--- src/rtl/mem_pkg.sv ---
// Shared definitions for the cache/memory fill engine and the cache controller.
package mem_pkg;

  typedef enum logic [1:0] {
    IDLE  = 2'd0,
    READ  = 2'd1,
    WRITE = 2'd2,
    DONE  = 2'd3
  } mem_state_t;

  // Lowest byte-address bit above the in-block word offset.
  function automatic int block_lsb(input int bs);
    return $clog2(bs) + 2;
  endfunction

endpackage

--- src/rtl/mem_block_fill_if.sv ---
// Word-wide request/acknowledge memory bus between the fill engine and main memory.
interface mem_block_fill_if;

  logic [31:0] busaddr;
  logic        busre;
  logic        buswe;
  logic [31:0] buswd;
  logic [31:0] busrd;
  logic        busack;

  modport master (
    output busaddr, busre, buswe, buswd,
    input  busrd, busack
  );

  modport slave (
    input  busaddr, busre, buswe, buswd,
    output busrd, busack
  );

endinterface

--- src/rtl/mem_block_fill.sv ---
// Block fill / word write-through engine: assembles an aligned cache block
// one word per acknowledged beat, or forwards a single store to memory.
module mem_block_fill
  import mem_pkg::*;
#(
  parameter int blocksize = 4
) (
  input  logic                    clk,
  input  logic                    reset,
  input  logic                    memread,
  input  logic                    memwrite,
  input  logic [31:0]             a,
  input  logic [31:0]             wd,
  output logic [blocksize*32-1:0] memdata,
  output logic                    valid,
  mem_block_fill_if.master        bus
);

  localparam int lsb = block_lsb(blocksize);
  localparam int cnt_w = lsb - 2;
  localparam logic [cnt_w-1:0] cnt_last = cnt_w'(blocksize - 1);

  mem_state_t             state_r;
  mem_state_t             state_s;
  logic [cnt_w-1:0]       cnt_r;
  logic [cnt_w-1:0]       cnt_s;
  logic [31:0]            busaddr_r;
  logic [31:0]            busaddr_s;
  logic                   busre_r;
  logic                   busre_s;
  logic                   buswe_r;
  logic                   buswe_s;
  logic [31:0]            buswd_r;
  logic [31:0]            buswd_s;
  logic                   valid_r;
  logic                   valid_s;
  logic [blocksize*32-1:0] memdata_r;
  logic [blocksize-1:0]   slot_we_s;
  logic                   unused_a_s;

  // Byte offset within a word never reaches the word-wide bus.
  assign unused_a_s = ^a[1:0];

  // Next state, beat counter and the next registered bus/handshake values.
  always_comb begin
    state_s   = state_r;
    cnt_s     = cnt_r;
    busaddr_s = 32'h0000_0000;
    buswd_s   = 32'h0000_0000;
    case (state_r)
      IDLE: begin
        if (memwrite) begin
          state_s = WRITE;
        end else if (memread) begin
          state_s = READ;
          cnt_s   = {cnt_w{1'b0}};
        end else begin
          state_s = IDLE;
        end
      end
      READ: begin
        if (bus.busack) begin
          cnt_s   = cnt_r + cnt_w'(1);
          state_s = (cnt_r == cnt_last) ? DONE : READ;
        end else begin
          state_s = READ;
        end
      end
      WRITE: begin
        if (bus.busack) begin
          state_s = DONE;
        end else begin
          state_s = WRITE;
        end
      end
      DONE:    state_s = IDLE;
      default: state_s = IDLE;
    endcase

    busre_s = (state_s == READ);
    buswe_s = (state_s == WRITE);
    valid_s = (state_s == DONE);
    case (state_s)
      READ:    busaddr_s = {a[31:lsb], cnt_s, 2'b00};
      WRITE: begin
        busaddr_s = {a[31:2], 2'b00};
        buswd_s   = wd;
      end
      default: busaddr_s = 32'h0000_0000;
    endcase
  end

  // One write enable per block slot, decoded from the current beat number.
  always_comb begin
    slot_we_s = {blocksize{1'b0}};
    for (int k = 0; k < blocksize; k++) begin
      slot_we_s[k] = (state_r == READ) && bus.busack && (cnt_r == cnt_w'(k));
    end
  end

  // Control state and registered bus outputs.
  always_ff @(posedge clk) begin
    if (reset) begin
      state_r   <= IDLE;
      cnt_r     <= {cnt_w{1'b0}};
      busaddr_r <= 32'h0000_0000;
      busre_r   <= 1'b0;
      buswe_r   <= 1'b0;
      buswd_r   <= 32'h0000_0000;
      valid_r   <= 1'b0;
    end else begin
      state_r   <= state_s;
      cnt_r     <= cnt_s;
      busaddr_r <= busaddr_s;
      busre_r   <= busre_s;
      buswe_r   <= buswe_s;
      buswd_r   <= buswd_s;
      valid_r   <= valid_s;
    end
  end

  // Block register; word 0 lives in the most-significant slot.
  always_ff @(posedge clk) begin
    if (reset) begin
      memdata_r <= {(blocksize*32){1'b0}};
    end else begin
      for (int k = 0; k < blocksize; k++) begin
        if (slot_we_s[k]) begin
          memdata_r[(blocksize-1-k)*32 +: 32] <= bus.busrd;
        end
      end
    end
  end

  assign memdata     = memdata_r;
  assign valid       = valid_r;
  assign bus.busaddr = busaddr_r;
  assign bus.busre   = busre_r;
  assign bus.buswe   = buswe_r;
  assign bus.buswd   = buswd_r;

endmodule

--- src/flat_wrapper.sv ---
// flat-port wrapper written by rule: the top's interface ports become plain ports
module mem_block_fill_flat import mem_pkg::*;
#(
  parameter int blocksize = 4
)
  (clk, reset, memread, memwrite, a, wd, memdata, valid, bus_busaddr, bus_busre, bus_buswe, bus_buswd, bus_busrd, bus_busack);
  mem_block_fill_if bus_i ();
  input  logic clk;
  input  logic reset;
  input  logic memread;
  input  logic memwrite;
  input  logic [31:0] a;
  input  logic [31:0] wd;
  output logic [blocksize*32-1:0] memdata;
  output logic valid;
  output wire logic [$bits(bus_i.busaddr)-1:0] bus_busaddr;
  output wire logic [$bits(bus_i.busre)-1:0] bus_busre;
  output wire logic [$bits(bus_i.buswe)-1:0] bus_buswe;
  output wire logic [$bits(bus_i.buswd)-1:0] bus_buswd;
  input wire logic [$bits(bus_i.busrd)-1:0] bus_busrd;
  input wire logic [$bits(bus_i.busack)-1:0] bus_busack;
  assign bus_busaddr = bus_i.busaddr;
  assign bus_busre = bus_i.busre;
  assign bus_buswe = bus_i.buswe;
  assign bus_buswd = bus_i.buswd;
  assign bus_i.busrd = bus_busrd;
  assign bus_i.busack = bus_busack;
  mem_block_fill #(.blocksize(blocksize)) u_core (.clk(clk), .reset(reset), .memread(memread), .memwrite(memwrite), .a(a), .wd(wd), .memdata(memdata), .valid(valid), .bus(bus_i));
endmodule
--- config.mk ---
export PLATFORM = sky130hd
export DESIGN_NAME = mem_block_fill_flat
export DESIGN_NICKNAME = d
export VERILOG_FILES = /design/src/rtl/mem_pkg.sv /design/src/rtl/mem_block_fill_if.sv /design/src/rtl/mem_block_fill.sv /design/src/flat_wrapper.sv
export SDC_FILE = /design/constraint.sdc
export NUM_CORES = 1
export LEC_CHECK = 0
export BUFFER_PORTS_ARGS = -buffer_cell sky130_fd_sc_hd__buf_2
export CORE_MARGIN = 3
export CORE_UTILIZATION = 43
export CTS_CLUSTER_SIZE = 24
export DETAILED_ROUTE_END_ITERATION = 6
export PLACE_DENSITY = 0.81
export SLEW_MARGIN = 40
export SYNTH_ARGS = -nofsm -noshare
export SYNTH_HDL_FRONTEND = slang
export SYNTH_SLANG_ARGS = --single-unit
--- constraint.sdc ---
create_clock -name clk -period 2 [get_ports clk]
set_input_delay 0.1 -clock clk [delete_from_list [all_inputs] [get_ports clk]]
set_output_delay 0.1 -clock clk [all_outputs]
set_load 0.01 [all_outputs]
==> impl_metrics.yaml, run 1 <==
run_status:
  status: "finished clean"
logic_synthesis:
  synth_area_leaders: "dfxtp_1 (57%), nand2_1 (14%), a21oi_2 (11%)"
  synth_cells: 743
  synth_top_area_share_pct: 56.7
  ys_ff_latch: 197
  ys_warn_count: 0
  syn_area_per_cell_um2: 9.36
  synth_top_area_cell: "dfxtp_1"
  yosysSeqAreaShare_pct: 56.7
  netlist_area_um2: 6950
  synth_cell_types: 29
critical_path:
  endpoint_kind: "flop"
  cp.required_ns: 2.36
  worst_ep_arrival_time_ns: 2.21
  worstPathMaxFanout: 27
  worst-setup-path-type: "flop to flop"
  cp-start-kind: "flop"
  rrSetupSlack_ns: 0.16
sta:
  hold_viol_final: 0
  fin_skew_ns: 0.0151
  fin_hold_ws_ns: 0.147
  maxSlewHeadroom_pct: 58.7
  setup_viol: 0
  final.min_clock_period_ns: 1.84
  period_share_pct: 92.2
  rsz0062_at_grt: "no"
  report.final.slew_viol_count: 0
  max_freq_ghz: 0.542
  tightest_slew_ns: 0.619
placement:
  gp_congestion: 0.793
  dp_cells: 1214
  numPortBuffers: 291
  hpwlAfterDp_um: 13800
power_and_ir_drop:
  switching_share_pct: 23.4
  power.density_nw_per_um2: 851
  power_frac_comb_pct: 9.4
  p_int_mw: 6.61
  power_frac_seq_pct: 47.3
  p_clk_share_pct: 43.2
  p_leak_nw: 4.47
  peakVddDrop_mv: 0.695
  p_switching_mw: 2.02
clock_network:
  htreeDepth: 4
  cts_buffers: 17
  clock-root-buffer: "clkbuf_16"
  clk_latency_ns: 0.43
  clk_pin_slew_worst_paths_ns: 0.07
  cts_setup_buffers: 0
  cts.sinks: 197
  ctsLongestPathBuffers: 2
  cts_tree: "built"
die:
  start_util_pct: 44.9
  die_w_um: 133
  core_area_um2: 15500
  die_area_um2: 17700
  num_rows: 45
  io_pins: 296
  die_h_um: 133
layout:
  diodes: 0
  syn_to_final_growth_pct: 45.8
  stdcell_count: 1341
  nNetsFinal: 1226
  post_route_cells_drive_above_1_share_pct: 38.9
  nFillCells: 1161
flow_run:
  cap_violations: 0
hold_path:
  hold_class: "primary input to flop"
grt:
  antenna_found_initial: 0
  first_global_vias: 6727
  grt_first_pass_wirelength_um: 35700
  grt_max_degree: 82
  grt_usage_pct: 25.6
  grt_overflow: 0
detailed_routing:
  drt_iter0_drc: 404
  drt_wl_total_um: 23000
  wire_per_inst_um: 17.1
  ant_nets: 0
  drtPass1Iterations: 6
  vias: 6450
  vias_per_cell: 4.81
  drc: 0
-- layer usage --
layer | GRT usage [%] | routed length [um] | up-vias
met1 | 28.1 | 8720 | 3010
met4 | 10.6 | 756 | 0
li1 | - | - | 3110
met3 | 8.50 | 1900 | 46
met2 | 45.3 | 11600 | 284
met5 | 0 | 0 | -
-- worst paths after layout --
path | start | to | depth (start not counted)
worst max-delay path | u_core.cnt_r[1] | u_core.bus.busaddr[12] | 8
worst min-delay path | bus_busack | u_core.state_r[0] | 4
worst max register to register | u_core.cnt_r[1] | u_core.bus.busaddr[12] | 8
worst min register to register | u_core.memdata[32] | u_core.memdata[32] | 2
-- critical path, stage by stage (launching register included) --
cell and delay (ns):
dfxtp_1 0.38, ha_1 0.19, nand3_1 0.11, o21ai_2 0.12, ha_1 0.29, nor2_1 0.17, o21a_1 0.20, buf_12 0.16
and2_1 0.15
-- synthesized netlist by cell type --
cell      number
a31o_2         1
and2_1        60
conb_1         1
buf_2         16
nor2_1         5
o21a_1         1
nand3_1        5
nor2b_1        6
buf_6         10
ha_1           8
and3_1         5
o21ai_1        1
o21bai_1       1
buf_8          5
nor2b_2        1
inv_1          4
nand2_1      257
o221a_2        1
a22oi_1        1
dfxtp_1      197
a21oi_2       88
or3b_2         1
clkbuf_1      13
buf_4          4
buf_1          4
nand3b_1       2
nor3_1         1
a21oi_1       41
o21ai_0        3
-- per-stage QoR --
step	worst slack [ns]	setup TNS (ns)	cell area [um^2]	utilization, %	power [mW]
after floorplan	-0.00736	-0.147	6960	-	4.48
after global placement	0.188	0	8540	55.1	4.79
after detailed placement	0.129	0	8540	55.1	4.80
after CTS	0.0683	0	10100	65.5	8.63
after global routing	0.0102	0	10100	65.5	8.92
final	0.157	0	10100	65.5	8.63
-- cell usage in the layout, fill, tap and decap left out, types with 3 or more instances in the layout --
| cell type | synthesis | routed |
|---|---|---|
| a21oi_1 | 41 | 41 |
| ha_1 | 8 | 8 |
| and3_1 | 5 | 5 |
| nor2_1 | 5 | 5 |
| dlygate4sd3_1 | 0 | 95 |
| nor2b_1 | 6 | 6 |
| o21ai_0 | 3 | 3 |
| inv_1 | 4 | 4 |
| clkbuf_16 | 0 | 17 |
| nand2_1 | 257 | 257 |
| bufinv_16 | 0 | 4 |
| buf_4 | 4 | 16 |
| a21oi_2 | 88 | 88 |
| buf_2 | 16 | 290 |
| buf_12 | 0 | 4 |
| and2_1 | 60 | 60 |
| nand3_2 | 0 | 3 |
| dfxtp_1 | 197 | 196 |
-- timing repair --
item | CTS | global route
hold buffers | 95 | 0
endpoints found under the setup margin | 0 | 28
resized for setup | 0 | 2
hold endpoints to repair | 194 | 0
-- state kept, by name (all words and copies together), names as in the netlist --
name                flops
u_core.bus.busaddr     30
u_core.state_r          2
u_core.cnt_r            2
u_core.bus.buswe        1
u_core.memdata        128
u_core.bus.busre        1
u_core.bus.buswd       32
u_core.valid            1
-- layout make-up --
| type | instances | area, um^2 | share of cell area [%] |
|---|---|---|---|
| well taps | 211 | 264 | 2.60 |
| repair buffers | 406 | 2610 | 25.8 |
| clock buffers | 19 | 453 | 4.47 |
| clock inverters | 13 | 194 | 1.91 |
| flip-flops and latches | 197 | 3950 | 38.9 |
| inverters | 4 | 15.0 | 0.148 |
| multi-input cells | 491 | 2660 | 26.2 |
-- power by group through the flow --
stage	clock, mW	sequential [mW]	combinational (mW)
after floorplan	0	4.22	0.264
after global placement	0	4.16	0.627
after detailed placement	0	4.17	0.638
after CTS	3.77	4.08	0.788
after global routing	3.95	4.09	0.881
final	3.73	4.08	0.813
-- kinds of logic (layout without fill, tap and decap cells) --
family	after synthesis	after routing	synth area share (%)
buffers and inverters	56	442	5.42
other	1	2	0.0539
DFF	197	197	56.7
and+or+nand+nor	343	343	21.4
adders and majority gates	8	8	1.44
AOI/OAI and AO/OA	138	138	14.9
Power figures use the tool's default switching activity.
==> run 2, diff against run 1 <==
--- a/config.mk
+++ b/config.mk
@@ -5,12 +5,13 @@
 export SDC_FILE = /design/constraint.sdc
 export NUM_CORES = 1
 export LEC_CHECK = 0
-export BUFFER_PORTS_ARGS = -buffer_cell sky130_fd_sc_hd__buf_2
+export CAP_MARGIN = 20
 export CORE_MARGIN = 3
 export CORE_UTILIZATION = 43
 export CTS_CLUSTER_SIZE = 24
 export DETAILED_ROUTE_END_ITERATION = 6
-export PLACE_DENSITY = 0.81
+export DONT_BUFFER_PORTS = 1
+export PLACE_DENSITY = 0.65
 export SLEW_MARGIN = 40
 export SYNTH_ARGS = -nofsm -noshare
 export SYNTH_HDL_FRONTEND = slang
==> run 2 against run 1 <==
  * The flow now finishes with violations (hold timing)
  * Setup slack worse by 0.11 ns
  * Combinational power shrank 50%
  * Design area fell by 12%
  * Core utilization decreased by 8.0 points
  * First-iteration DRC count decreased by 36%
  * Largest cell class unchanged
  * Largest power group unchanged
  * Highest routed layer unchanged
==> impl_metrics.yaml, run 2 (synthesis gave the netlist of run 1 again) <==
die:
  start_util_pct: 44.9
  num_rows: 45
  core_area_um2: 15500
  die_w_um: 133
  die_area_um2: 17700
  die_h_um: 133
  io_pins: 296
clock_network:
  cts_tree: "built"
  cts.sinks: 197
  cts_setup_buffers: 0
  ctsLongestPathBuffers: 2
  clk_pin_slew_worst_paths_ns: 0.08
  clock-root-buffer: "clkbuf_16"
  htreeDepth: 4
  clk_latency_ns: 0.43
  cts_buffers: 17
critical_path:
  worstPathMaxFanout: 6
  crit_buf_inv: 2
  critical_path.top_delay_family: "buffers and inverters"
  worstPathCellList: "o21bai_1 -> and2_2 -> inv_1 -> ha_1 -> nor2b_1 -> dlygate4sd3_1"
  critPathMaxStageDelay_ns: 0.56
  endpoint_kind: "flop"
  cp-start-kind: "flop"
  cp.required_ns: 2.31
  worst-setup-path-type: "flop to flop"
  worst_ep_arrival_time_ns: 2.26
  slowest_stage: "dlygate4sd3_1"
placement:
  gp_congestion: 0.760
  dp_cells: 920
  numPortBuffers: 0
  hpwlAfterDp_um: 12400
  dpl-instance-area_um2: 7030
layout:
  syn_to_final_growth_pct: 28.1
  nFillCells: 1273
  fin_area_um2: 8910
  mostFrequentLayoutCell: "nand2_1"
  post-route-util_pct: 57.5
  final_cell_mix: "nand2_1 (257), dfxtp_1 (196), dlygate4sd3_1 (118), a21oi_2 (88), and2_1 (59)"
  diodes: 0
  largest_reg_flops: 128
  post_route_cells_drive_above_1_share_pct: 17.5
  nNetsFinal: 955
  stdcell_count: 1070
power_and_ir_drop:
  peakVddDrop_mv: 0.556
  p_leak_nw: 3.24
  fin_total_pwr_mw: 8.10
  power.density_nw_per_um2: 909
detailed_routing:
  drt_wl_total_um: 19900
  ant_nets: 0
  vias: 5416
  vias_per_cell: 5.06
  drc: 0
  drt_iter0_drc: 257
  drtPass1Iterations: 5
  wire_per_inst_um: 18.6
sta:
  final.min_clock_period_ns: 1.95
  setup_viol: 0
  fin_hold_ws_ns: -0.260
  period_share_pct: 97.5
  fin_skew_ns: 0.00804
  finalSetupTns_ns: 0
  maxSlewHeadroom_pct: 50.7
  max_freq_ghz: 0.513
  hold_viol_final: 81
  tightest_slew_ns: 0.740
  report.final.slew_viol_count: 0
hold_path:
  hold_class: "primary input to flop"
grt:
  grt_usage_pct: 22.1
  grt_overflow: 0
  grt_max_degree: 139
  first_global_vias: 5656
  antenna_found_initial: 0
  grt_first_pass_wirelength_um: 31000
flow_run:
  cap_violations: 0
run_status:
  status: "complete, but fails checks"
  violations: "hold timing"
==> run 2: cell count changes in the layout (fill, tap and decap cells not counted), moves of 3 or more <==
cell | previous run | this run
and3_1 | 5 | 2
buf_2 | 290 | 0
buf_4 | 16 | 9
bufinv_16 | 4 | 0
clkinv_8 | 0 | 6
dlygate4sd3_1 | 95 | 118
inv_12 | 0 | 4
==> run 2: worst register-to-register path, delay by kind of cell, from the launching register on <==
family,cells,cell delay (ns)
AOI/OAI and AO/OA,1,0.24
adders and majority gates,1,0.21
buffers and inverters,2,0.64
and+or+nand+nor,2,0.37
DFF,1,0.37
==> run 2: where the power goes <==
group	total (mW)	internal (mW)	leakage, nW	switching, mW
Clock	3.54	1.75	0.306	1.78
Sequential	4.16	4.03	1.59	0.123
Combinational	0.404	0.226	1.34	0.178
==> run 2: layout make-up <==
type	count	area [um^2]	share of cell area (%)
Clock buffer	17	425	4.78
Clock inverter	15	211	2.37
Inverter	4	15.0	0.169
Multi-Input combinational cell	491	2670	30.0
Sequential cell	197	3950	44.3
Tap cell	211	264	2.96
Timing Repair Buffer	135	1380	15.5
==> run 2: metal layers <==
metal	vias to the layer above	track usage, %	part of all wire (%)
met5	-	0	0
met4	0	7.66	2.1
met3	40	10.7	11
met2	272	37.9	49
met1	2542	23.9	37
li1	2562	-	-
==> run 2: final timing paths <==
check                                         from             endpoint  slack (ns)  cells past startpoint
worst max-delay path             u_core.state_r[0]         u_core.valid        0.05                      6
worst min register to register  u_core.memdata[77]   u_core.memdata[77]        0.51                      2
worst min-delay path                         reset  u_core.memdata[120]       -0.26                      1
worst max register to register   u_core.state_r[0]         u_core.valid        0.05                      6
==> run 2: repair_timing <==
item                                    4_1_cts  5_1_grt
endpoints found under the hold margin       197       86
endpoints found under the setup margin        0       67
resized for setup                             0       18
hold buffers                                111        7
==> run 2: per-stage QoR <==
step	hold WS [ns]	worst slack, ns
2_1_floorplan	0.222	-0.00736
3_3_place_gp	0.210	0.176
3_5_place_dp	0.212	0.0932
4_1_cts	-0.256	0.0175
5_1_grt	-0.283	-0.0238
6_report	-0.260	0.0493
